File: config.mk
export PLATFORM = sky130hd
export DESIGN_NAME = repairval_pattern_detector_flat
export DESIGN_NICKNAME = d
export VERILOG_FILES = /design/src/rtl/repairval_pattern_detector_pkg.sv /design/src/rtl/repairval_pattern_detector_if.sv /design/src/rtl/repairval_run_counter.sv /design/src/rtl/repairval_pattern_detector.sv /design/src/flat_wrapper.sv
export SDC_FILE = /design/constraint.sdc
export NUM_CORES = 1
export LEC_CHECK = 0
export BUFFER_PORTS_ARGS = -buffer_cell sky130_fd_sc_hd__buf_2
export CAP_MARGIN = 20
export CORE_ASPECT_RATIO = 1.5
export CORE_MARGIN = 2
export CORE_UTILIZATION = 40
export CTS_BUF_LIST = sky130_fd_sc_hd__clkbuf_8
export CTS_CLUSTER_DIAMETER = 80
export DETAILED_ROUTE_END_ITERATION = 8
export PLACE_DENSITY_LB_ADDON = 0.3
export REMOVE_ABC_BUFFERS = 1
export SETUP_SLACK_MARGIN = 0.1
export SLEW_MARGIN = 15
export SYNTH_ARGS = -nofsm -noshare
export SYNTH_HDL_FRONTEND = slang
export SYNTH_SLANG_ARGS = --single-unit
export TNS_END_PERCENT = 30
File: constraint.sdc
create_clock -name CLK -period 2.4 [get_ports CLK]
set_clock_uncertainty 0.2 [all_clocks]
set_input_delay 0.48 -clock CLK [delete_from_list [all_inputs] [get_ports CLK]]
set_output_delay 0.48 -clock CLK [all_outputs]
set_load 0.05 [all_outputs]
File: src/rtl/repairval_pattern_detector_pkg.sv
// Shared defaults and state encoding for the REPAIRVAL valid-lane detector.
// Imported by the interface, the run counter and the top.
package repairval_pattern_detector_pkg;

  localparam logic [7:0] DEF_VAL_PATTERN    = 8'hF0;
  localparam int         DEF_ITERATIONS     = 128;
  localparam int         DEF_PASS_THRESHOLD = 16;
  localparam int         CNT_W              = 8;

  typedef enum logic [1:0] {
    ST_IDLE   = 2'd0,
    ST_DETECT = 2'd1,
    ST_DONE   = 2'd2
  } state_t;

endpackage

File: src/rtl/repairval_pattern_detector_if.sv
// Partner-FSM side bundle of the REPAIRVAL valid-lane detector.
// master drives words and control, slave returns result and status.
interface repairval_pattern_detector_if;
  import repairval_pattern_detector_pkg::*;

  logic             i_enable_detect;
  logic [7:0]       i_val_word;
  logic             i_val_word_vld;
  logic             i_detect_stop;
  logic             o_VAL_Result_logged;
  logic             o_result_valid;
  logic             o_detect_busy;
  logic [CNT_W-1:0] o_iter_count;

  modport master (
    output i_enable_detect,
    output i_val_word,
    output i_val_word_vld,
    output i_detect_stop,
    input  o_VAL_Result_logged,
    input  o_result_valid,
    input  o_detect_busy,
    input  o_iter_count
  );

  modport slave (
    input  i_enable_detect,
    input  i_val_word,
    input  i_val_word_vld,
    input  i_detect_stop,
    output o_VAL_Result_logged,
    output o_result_valid,
    output o_detect_busy,
    output o_iter_count
  );

endinterface

File: src/rtl/repairval_run_counter.sv
// Pattern compare, saturating run of consecutive matches, sticky pass.
// pass_nxt is the flag value after this edge, so the current word counts.
module repairval_run_counter
  import repairval_pattern_detector_pkg::*;
#(
  parameter logic [7:0] PATTERN   = DEF_VAL_PATTERN,
  parameter int         THRESHOLD = DEF_PASS_THRESHOLD
) (
  input  logic       CLK,
  input  logic       rst,
  input  logic       clr,
  input  logic       en,
  input  logic [7:0] word,
  output logic       pass_nxt
);

  localparam logic [CNT_W-1:0] TH = CNT_W'(THRESHOLD);

  logic [CNT_W-1:0] run;
  logic [CNT_W-1:0] run_nxt;
  logic             pass;

  always_comb begin
    run_nxt = run;
    if (clr) begin
      run_nxt = '0;
    end else if (en) begin
      if (word != PATTERN) begin
        run_nxt = '0;
      end else if (run < TH) begin
        run_nxt = run + 1'b1;
      end
    end
    pass_nxt = !clr && (pass || (run_nxt == TH));
  end

  always_ff @(posedge CLK or posedge rst) begin
    if (rst) begin
      run  <= '0;
      pass <= 1'b0;
    end else begin
      run  <= run_nxt;
      pass <= pass_nxt;
    end
  end

endmodule

File: src/rtl/repairval_pattern_detector.sv
// REPAIRVAL valid-lane pattern detector: counts iterations in a window,
// logs pass/fail once per completed window with a one-cycle valid pulse.
module repairval_pattern_detector
  import repairval_pattern_detector_pkg::*;
#(
  parameter logic [7:0] VAL_PATTERN    = DEF_VAL_PATTERN,
  parameter int         ITERATIONS     = DEF_ITERATIONS,
  parameter int         PASS_THRESHOLD = DEF_PASS_THRESHOLD
) (
  input logic                   CLK,
  input logic                   rst,
  repairval_pattern_detector_if.slave bus
);

  localparam logic [CNT_W-1:0] ITER = CNT_W'(ITERATIONS);

  state_t           state;
  state_t           state_nxt;
  logic             clr;
  logic             accept;
  logic             last_word;
  logic             finalize;
  logic             pass_nxt;
  logic [CNT_W-1:0] iter_cnt;
  logic             logged;
  logic             rvalid;
  logic             busy;

  // enable low wins over a coincident word: the window is abandoned
  assign accept = (state == ST_DETECT) && bus.i_enable_detect
               && bus.i_val_word_vld;
  assign last_word = accept && (iter_cnt == ITER - 1'b1);

  always_comb begin
    state_nxt = state;
    clr       = 1'b0;
    finalize  = 1'b0;
    unique case (state)
      ST_IDLE: begin
        if (bus.i_enable_detect) begin
          state_nxt = ST_DETECT;
          clr       = 1'b1;
        end
      end
      ST_DETECT: begin
        if (!bus.i_enable_detect) begin
          state_nxt = ST_IDLE;
        end else if (last_word || bus.i_detect_stop) begin
          state_nxt = ST_DONE;
          finalize  = 1'b1;
        end
      end
      ST_DONE: begin
        if (!bus.i_enable_detect) begin
          state_nxt = ST_IDLE;
        end
      end
      default: state_nxt = ST_IDLE;
    endcase
  end

  always_ff @(posedge CLK or posedge rst) begin
    if (rst) begin
      state    <= ST_IDLE;
      iter_cnt <= '0;
      logged   <= 1'b0;
      rvalid   <= 1'b0;
      busy     <= 1'b0;
    end else begin
      state  <= state_nxt;
      rvalid <= finalize;
      busy   <= (state_nxt == ST_DETECT);
      if (clr) begin
        iter_cnt <= '0;
      end else if (accept && (iter_cnt != ITER)) begin
        iter_cnt <= iter_cnt + 1'b1;
      end
      if (clr) begin
        logged <= 1'b0;
      end else if (finalize) begin
        logged <= pass_nxt;
      end
    end
  end

  repairval_run_counter #(
    .PATTERN  (VAL_PATTERN),
    .THRESHOLD(PASS_THRESHOLD)
  ) u_run (
    .CLK     (CLK),
    .rst     (rst),
    .clr     (clr),
    .en      (accept),
    .word    (bus.i_val_word),
    .pass_nxt(pass_nxt)
  );

  assign bus.o_VAL_Result_logged = logged;
  assign bus.o_result_valid      = rvalid;
  assign bus.o_detect_busy       = busy;
  assign bus.o_iter_count        = iter_cnt;

endmodule

File: src/flat_wrapper.sv
// flat-port wrapper written by rule: the top's interface ports become plain ports
module repairval_pattern_detector_flat import repairval_pattern_detector_pkg::*;
#(
  parameter logic [7:0] VAL_PATTERN    = DEF_VAL_PATTERN,
  parameter int         ITERATIONS     = DEF_ITERATIONS,
  parameter int         PASS_THRESHOLD = DEF_PASS_THRESHOLD
)
  (CLK, rst, bus_i_enable_detect, bus_i_val_word, bus_i_val_word_vld, bus_i_detect_stop, bus_o_VAL_Result_logged, bus_o_result_valid, bus_o_detect_busy, bus_o_iter_count);
  repairval_pattern_detector_if bus_i ();
  input logic CLK;
  input logic rst;
  input wire logic [$bits(bus_i.i_enable_detect)-1:0] bus_i_enable_detect;
  input wire logic [$bits(bus_i.i_val_word)-1:0] bus_i_val_word;
  input wire logic [$bits(bus_i.i_val_word_vld)-1:0] bus_i_val_word_vld;
  input wire logic [$bits(bus_i.i_detect_stop)-1:0] bus_i_detect_stop;
  output wire logic [$bits(bus_i.o_VAL_Result_logged)-1:0] bus_o_VAL_Result_logged;
  output wire logic [$bits(bus_i.o_result_valid)-1:0] bus_o_result_valid;
  output wire logic [$bits(bus_i.o_detect_busy)-1:0] bus_o_detect_busy;
  output wire logic [$bits(bus_i.o_iter_count)-1:0] bus_o_iter_count;
  assign bus_i.i_enable_detect = bus_i_enable_detect;
  assign bus_i.i_val_word = bus_i_val_word;
  assign bus_i.i_val_word_vld = bus_i_val_word_vld;
  assign bus_i.i_detect_stop = bus_i_detect_stop;
  assign bus_o_VAL_Result_logged = bus_i.o_VAL_Result_logged;
  assign bus_o_result_valid = bus_i.o_result_valid;
  assign bus_o_detect_busy = bus_i.o_detect_busy;
  assign bus_o_iter_count = bus_i.o_iter_count;
  repairval_pattern_detector #(.VAL_PATTERN(VAL_PATTERN), .ITERATIONS(ITERATIONS), .PASS_THRESHOLD(PASS_THRESHOLD)) u_core (.CLK(CLK), .rst(rst), .bus(bus_i));
endmodule
==> results of run 1 <==
-- worst min path at each step --
stage | from | end | cells past startpoint
after detailed placement | u_core.u_run.run[7] | u_core.u_run.run[7] | 1
after global routing | rst | u_core.u_run.run[4] | 3
after CTS | rst | u_core.u_run.run[4] | 3
final | rst | u_core.u_run.run[4] | 3
after floorplan | u_core.u_run.run[7] | u_core.u_run.run[7] | 1
after global placement | u_core.u_run.run[5] | u_core.u_run.run[5] | 1
-- metrics by stage --
stage	util [%]	power (mW)	instance area [um^2]
final	50.6	0.840	1330
after global routing	50.6	0.875	1330
after CTS	50.6	0.850	1330
after detailed placement	47.9	0.511	1250
after global placement	47.9	0.508	1250
after floorplan	-	0.476	1070
-- per-layer routing --
layer | up-vias | wire, um | global-route usage [%]
li1 | 425 | - | -
met1 | 403 | 858 | 18.6
met2 | 16 | 1090 | 26.9
met3 | 2 | 79 | 2.41
met4 | 0 | 19 | 6.43
met5 | - | 0 | 0
-- registers in the layout (all words and copies together) (netlist names) --
| name | cells |
|---|---|
| u_core.u_run.pass | 1 |
| u_core.state | 2 |
| u_core.u_run.run | 8 |
| u_core.bus.o_detect_busy | 1 |
| u_core.bus.o_VAL_Result_logged | 1 |
| u_core.bus.o_iter_count | 8 |
| u_core.bus.o_result_valid | 1 |
-- cells by family (layout without fill, tap and decap cells) --
group,count (synthesis),after routing
simple gates,50,50
flops,22,22
compound gates,12,12
xor+xnor,11,11
buf+inv,9,37
fa+ha+maj,3,3
mux,2,2
-- cell usage after synthesis --
cell type | count | area share (%)
a31oi_1 | 2 | 1.2
nand4b_1 | 1 | 0.81
or3_1 | 2 | 1.2
nand2b_1 | 2 | 1.2
inv_1 | 7 | 2.4
ha_1 | 3 | 3.5
clkbuf_1 | 1 | 0.35
buf_2 | 1 | 0.46
nor2_1 | 20 | 7.0
xnor2_1 | 7 | 5.7
mux2i_1 | 2 | 1.9
nor4b_1 | 1 | 0.81
and4_1 | 2 | 1.6
xor2_1 | 4 | 3.2
and2_1 | 4 | 2.3
nand4_1 | 1 | 0.58
a21oi_1 | 5 | 2.3
nand2_1 | 6 | 2.1
nor3_1 | 3 | 1.4
o41ai_2 | 1 | 1.5
or4_1 | 1 | 0.70
or2_2 | 1 | 0.58
dfrtp_1 | 22 | 51
nor4_1 | 3 | 1.7
o21ai_0 | 2 | 0.93
nand3_1 | 3 | 1.4
o31ai_2 | 1 | 1.2
a211oi_2 | 1 | 1.2
-- power by group --
group / internal (mW) / leakage, nW / switching [mW] / total (mW)
Combinational: 0.0396 / 0.315 / 0.0672 / 0.107
Clock: 0.223 / 0.0357 / 0.116 / 0.338
Sequential: 0.382 / 0.302 / 0.0132 / 0.395
Total: 0.644 / 0.653 / 0.196 / 0.840
-- critical path, stage by stage, from the launching register on --
cell      delay, ns
dfrtp_1        0.43
ha_1           0.32
nand2b_1       0.14
or4_1          0.46
a21oi_1        0.15
a31oi_1        0.14
o31ai_2        0.18
-- final cells by class --
cell class / instances / area, um^2 / share of cell area [%]
Sequential cell: 22 / 551 / 41.5
Multi-Input combinational cell: 78 / 494 / 37.3
Clock buffer: 3 / 41.3 / 3.11
Inverter: 7 / 26.3 / 1.98
Tap cell: 37 / 46.3 / 3.49
Timing Repair Buffer: 26 / 138 / 10.4
Clock inverter: 1 / 30.0 / 2.26
==> impl_metrics.env, run 1 <==
export IMPL_run_status="complete, no violations"
export IMPL_place_inst=170
export IMPL_avgSynthCellArea_um2=9.91
export IMPL_synthAdderAreaFrac_pct=3.48
export IMPL_dieArea_mm2=0.00314
export IMPL_viasPerCell=4.86
export IMPL_p_leak_nw=0.653
export IMPL_setup_worst_path_class="reg2reg"
export IMPL_synth_area_mm2=0.00108
export IMPL_die_h_um=67.6
export IMPL_reg2reg_from="u_core.u_run.run[0]"
export IMPL_endpoint_kind="register"
export IMPL_post_cts_buffers=0
export IMPL_ys_seq_area_share_pct=51.0
export IMPL_vias=846
export IMPL_ys_seq_elements=22
export IMPL_clockRootBuffer="clkbuf_8"
export IMPL_post_drt_wl_per_cell_um=11.8
export IMPL_initial_core_util_pct=41.2
export IMPL_n_antenna_cell=0
export IMPL_rsz0062_at_grt="false"
export IMPL_dp_slack_ns=0.266
export IMPL_ir_drop_mv=0.390
export IMPL_holdBufCountCts=0
export IMPL_antenna_found_initial=0
export IMPL_reg2reg_slack_ns=0.30
export IMPL_synth_top_family_by_area="simple AND/OR/NAND/NOR gates"
export IMPL_drive_gt1_share_pct=24.8
export IMPL_grt_ovfl_total=0
export IMPL_maxSlewViolCount=0
export IMPL_boundaryPins=24
export IMPL_tns_ns=0
export IMPL_h_tree_depth=1
export IMPL_grt_usage_pct=15.6
export IMPL_final_setup_worst_slack_ns=0.298
export IMPL_most_common_layout_cells="buf_2 (23), dfrtp_1 (22), nor2_1 (20), inv_1 (7), xnor2_1 (7)"
export IMPL_grt_max_degree=23
export IMPL_relSlewSlack_pct=69.0
export IMPL_critPathLaunchType="register"
export IMPL_drt_iter0_markers=17
export IMPL_final_nets=154
export IMPL_final_antenna_net_count=0
export IMPL_reg2reg_to="u_core.bus.o_VAL_Result_logged"
export IMPL_hold_slack_ns=0.0323
export IMPL_drtPass1Iterations=4
export IMPL_drc=0
export IMPL_num_fill_cells=240
export IMPL_wl_mm=2.05
export IMPL_synth_xor_area_share_pct=8.92
export IMPL_netlist_instances=109
export IMPL_period_share_pct=87.6
export IMPL_finalHoldViolCount=0
export IMPL_hold_path_class="in2async"
export IMPL_postCtsResizedCells=0
export IMPL_grt_pass1_wl_mm=3.57
export IMPL_cts_sinks=22
export IMPL_cts_buffers_inserted=3
export IMPL_worstPathArrival_ns=2.08
export IMPL_worstSkewPairLatency_ns=0.26
export IMPL_portBuffers=23
export IMPL_p_per_area_mw_per_mm2=633
export IMPL_cts_tree="yes"
export IMPL_ys_warnings_count=0
export IMPL_worstPathMaxFanout=5
export IMPL_die_w_um=46.4
export IMPL_final_common_cell="buf_2"
export IMPL_clock_fmax_ghz=0.476
export IMPL_rows=23
export IMPL_clkTransAtPathRegs_ns=0.08
export IMPL_worst_slew_pin_slew_ns=0.462
export IMPL_cp_startpoint="u_core.u_run.run[0]"
export IMPL_crit_end="u_core.bus.o_VAL_Result_logged"
export IMPL_layout_min_cycle_time_ns=2.10
export IMPL_stdcell_count=174
export IMPL_required_ns=2.38
export IMPL_dp_final_hpwl_mm=1.57
export IMPL_design_core_area_mm2=0.00262
export IMPL_synth_compound_area_share_pct=8.23
export IMPL_setup_violations_final=0
export IMPL_synth_mux_area_share_pct=1.85
export IMPL_synth_simple_area_share_pct=23.3
export IMPL_synth_cell_types=28
export IMPL_grt_pass1_vias=873
export IMPL_clk_path_buf_depth=2
export IMPL_gp_congestion=0.744
export IMPL_syn2layout_area_growth_pct=22.8
export IMPL_reg2regPathDepth=6
export IMPL_cap_viol_max_count=0
Note: power is estimated with default switching activity, not from simulation.
==> run 2, diff against run 1 <==
Settings changed: BUFFER_PORTS_ARGS -buffer_cell sky130_fd_sc_hd__buf_2 to -buffer_cell sky130_fd_sc_hd__buf_4, CAP_MARGIN 20 to 10, TNS_END_PERCENT 30 to default.
==> run 2 against run 1 <==
  * Critical path depth stayed put
  * Cell count stayed put
  * Wire length is 8.3% higher
  * Combinational power is 8% higher
  * Sequential cell count stayed put
  * Setup slack worse by 0.061 ns
  * Sequential share of layout area is 1.3 points lower
  * Largest cell class unchanged
==> impl_metrics.env, run 2 (synthesized netlist as in run 1, its figures left out) <==
export IMPL_initial_core_util_pct=41.2
export IMPL_worstPathMaxFanout=5
export IMPL_required_ns=2.37
export IMPL_die_h_um=67.6
export IMPL_h_tree_depth=1
export IMPL_dp_slack_ns=0.244
export IMPL_p_per_area_mw_per_mm2=568
export IMPL_syn2layout_area_growth_pct=26.7
export IMPL_layout_min_cycle_time_ns=2.16
export IMPL_regArea_um2=551
export IMPL_clk_path_buf_depth=2
export IMPL_design_core_area_mm2=0.00262
export IMPL_postCtsResizedCells=0
export IMPL_gp_congestion=0.778
export IMPL_worst_slew_pin_slew_ns=0.492
export IMPL_grt_max_degree=23
export IMPL_grt_usage_pct=15.9
export IMPL_grt_pass1_wl_mm=3.57
export IMPL_post_cts_buffers=0
export IMPL_wl_mm=2.21
export IMPL_num_fill_cells=248
export IMPL_clockRootBuffer="clkbuf_8"
export IMPL_power_mw=0.776
export IMPL_most_common_layout_cells="buf_4 (26), dfrtp_1 (22), nor2_1 (20), inv_1 (7), xnor2_1 (7)"
export IMPL_ir_drop_mv=0.368
export IMPL_die_w_um=46.4
export IMPL_drc=0
export IMPL_cts_buffers_inserted=3
export IMPL_rsz0062_at_grt="false"
export IMPL_final_setup_worst_slack_ns=0.237
export IMPL_p_leak_nw=0.656
export IMPL_maxSlewViolCount=0
export IMPL_final_nets=154
export IMPL_period_share_pct=90.1
export IMPL_clock_fmax_ghz=0.462
export IMPL_critPathLaunchType="register"
export IMPL_final_common_cell="buf_4"
export IMPL_worstPathArrival_ns=2.13
export IMPL_portBuffers=23
export IMPL_post_drt_wl_per_cell_um=12.7
export IMPL_drtPass1Iterations=4
export IMPL_drt_iter0_markers=26
export IMPL_cap_viol_max_count=0
export IMPL_n_antenna_cell=0
export IMPL_tns_ns=0
export IMPL_grt_pass1_vias=837
export IMPL_hold_path_class="in2async"
export IMPL_grt_ovfl_total=0
export IMPL_cts_sinks=22
export IMPL_clkTransAtPathRegs_ns=0.08
export IMPL_antenna_found_initial=0
export IMPL_endpoint_kind="register"
export IMPL_multi_input_area_um2=494
export IMPL_final_antenna_net_count=0
export IMPL_cts_tree="yes"
export IMPL_worstSkewPairLatency_ns=0.26
export IMPL_relSlewSlack_pct=66.9
export IMPL_rows=23
export IMPL_boundaryPins=24
export IMPL_holdBufCountCts=0
export IMPL_viasPerCell=5.06
export IMPL_finalHoldViolCount=0
export IMPL_dieArea_mm2=0.00314
export IMPL_hold_slack_ns=0.0483
export IMPL_run_status="complete, no violations"
export IMPL_drive_gt1_share_pct=24.8
export IMPL_vias=881
export IMPL_dp_final_hpwl_mm=1.75
export IMPL_setup_violations_final=0
export IMPL_setup_worst_path_class="reg2reg"
-- run 2: changes by cell type in the layout (fill, tap and decap cells not counted), sizes merged --
cell | before | now
clkbuf | 3 | 4
bufinv | 1 | 0
-- run 2: layout make-up --
type	instances	share of cell area (%)
Sequential cell	22	40.3
Multi-Input combinational cell	78	36.1
Timing Repair Buffer	26	14.3
Clock buffer	4	4.03
Tap cell	37	3.39
Inverter	7	1.92
-- run 2: power breakdown --
part           switching, mW  leakage, nW  internal [mW]
clock network          0.118       0.0288          0.146
registers             0.0141        0.302          0.382
logic                 0.0681        0.325         0.0482
-- run 2: path summary, 6_finish.rpt --
check,cells after the start,slack (ns),to,start
hold reg to reg,1,0.28,u_core.u_run.run[6],u_core.u_run.run[6]
setup reg to reg,6,0.24,u_core.bus.o_VAL_Result_logged,u_core.u_run.run[0]
max in group asynchronous,3,1.73,u_core.u_run.run[0],rst
setup / recovery,6,0.24,u_core.bus.o_VAL_Result_logged,u_core.u_run.run[0]
hold / removal,3,0.05,u_core.bus.o_iter_count[5],rst
min in group CLK,2,0.25,u_core.state[1],bus_i_enable_detect
-- run 2: critical path, stage by stage, from the launching register on --
cell	delay [ns]
dfrtp_1	0.44
ha_1	0.33
nand2b_1	0.15
or4_1	0.46
a21oi_1	0.13
a31oi_1	0.13
o31ai_2	0.23
-- run 2: metal layers --
metal  vias to the layer above  share of wire (%)  track usage, %
li1                        425                  -               -
met1                       430                 40            18.4
met2                        22                 54            27.4
met3                         4                4.7            1.60
met4                         0                2.0            8.57
met5                         -                  0               0
-- run 2: metrics by stage --
step,instances,utilization (%),instance area [um^2]
floorplan,107,-,1070
global placement,170,50.1,1310
detailed placement,170,50.1,1310
CTS,174,52.2,1370
global route,174,52.2,1370
finish,174,52.2,1370
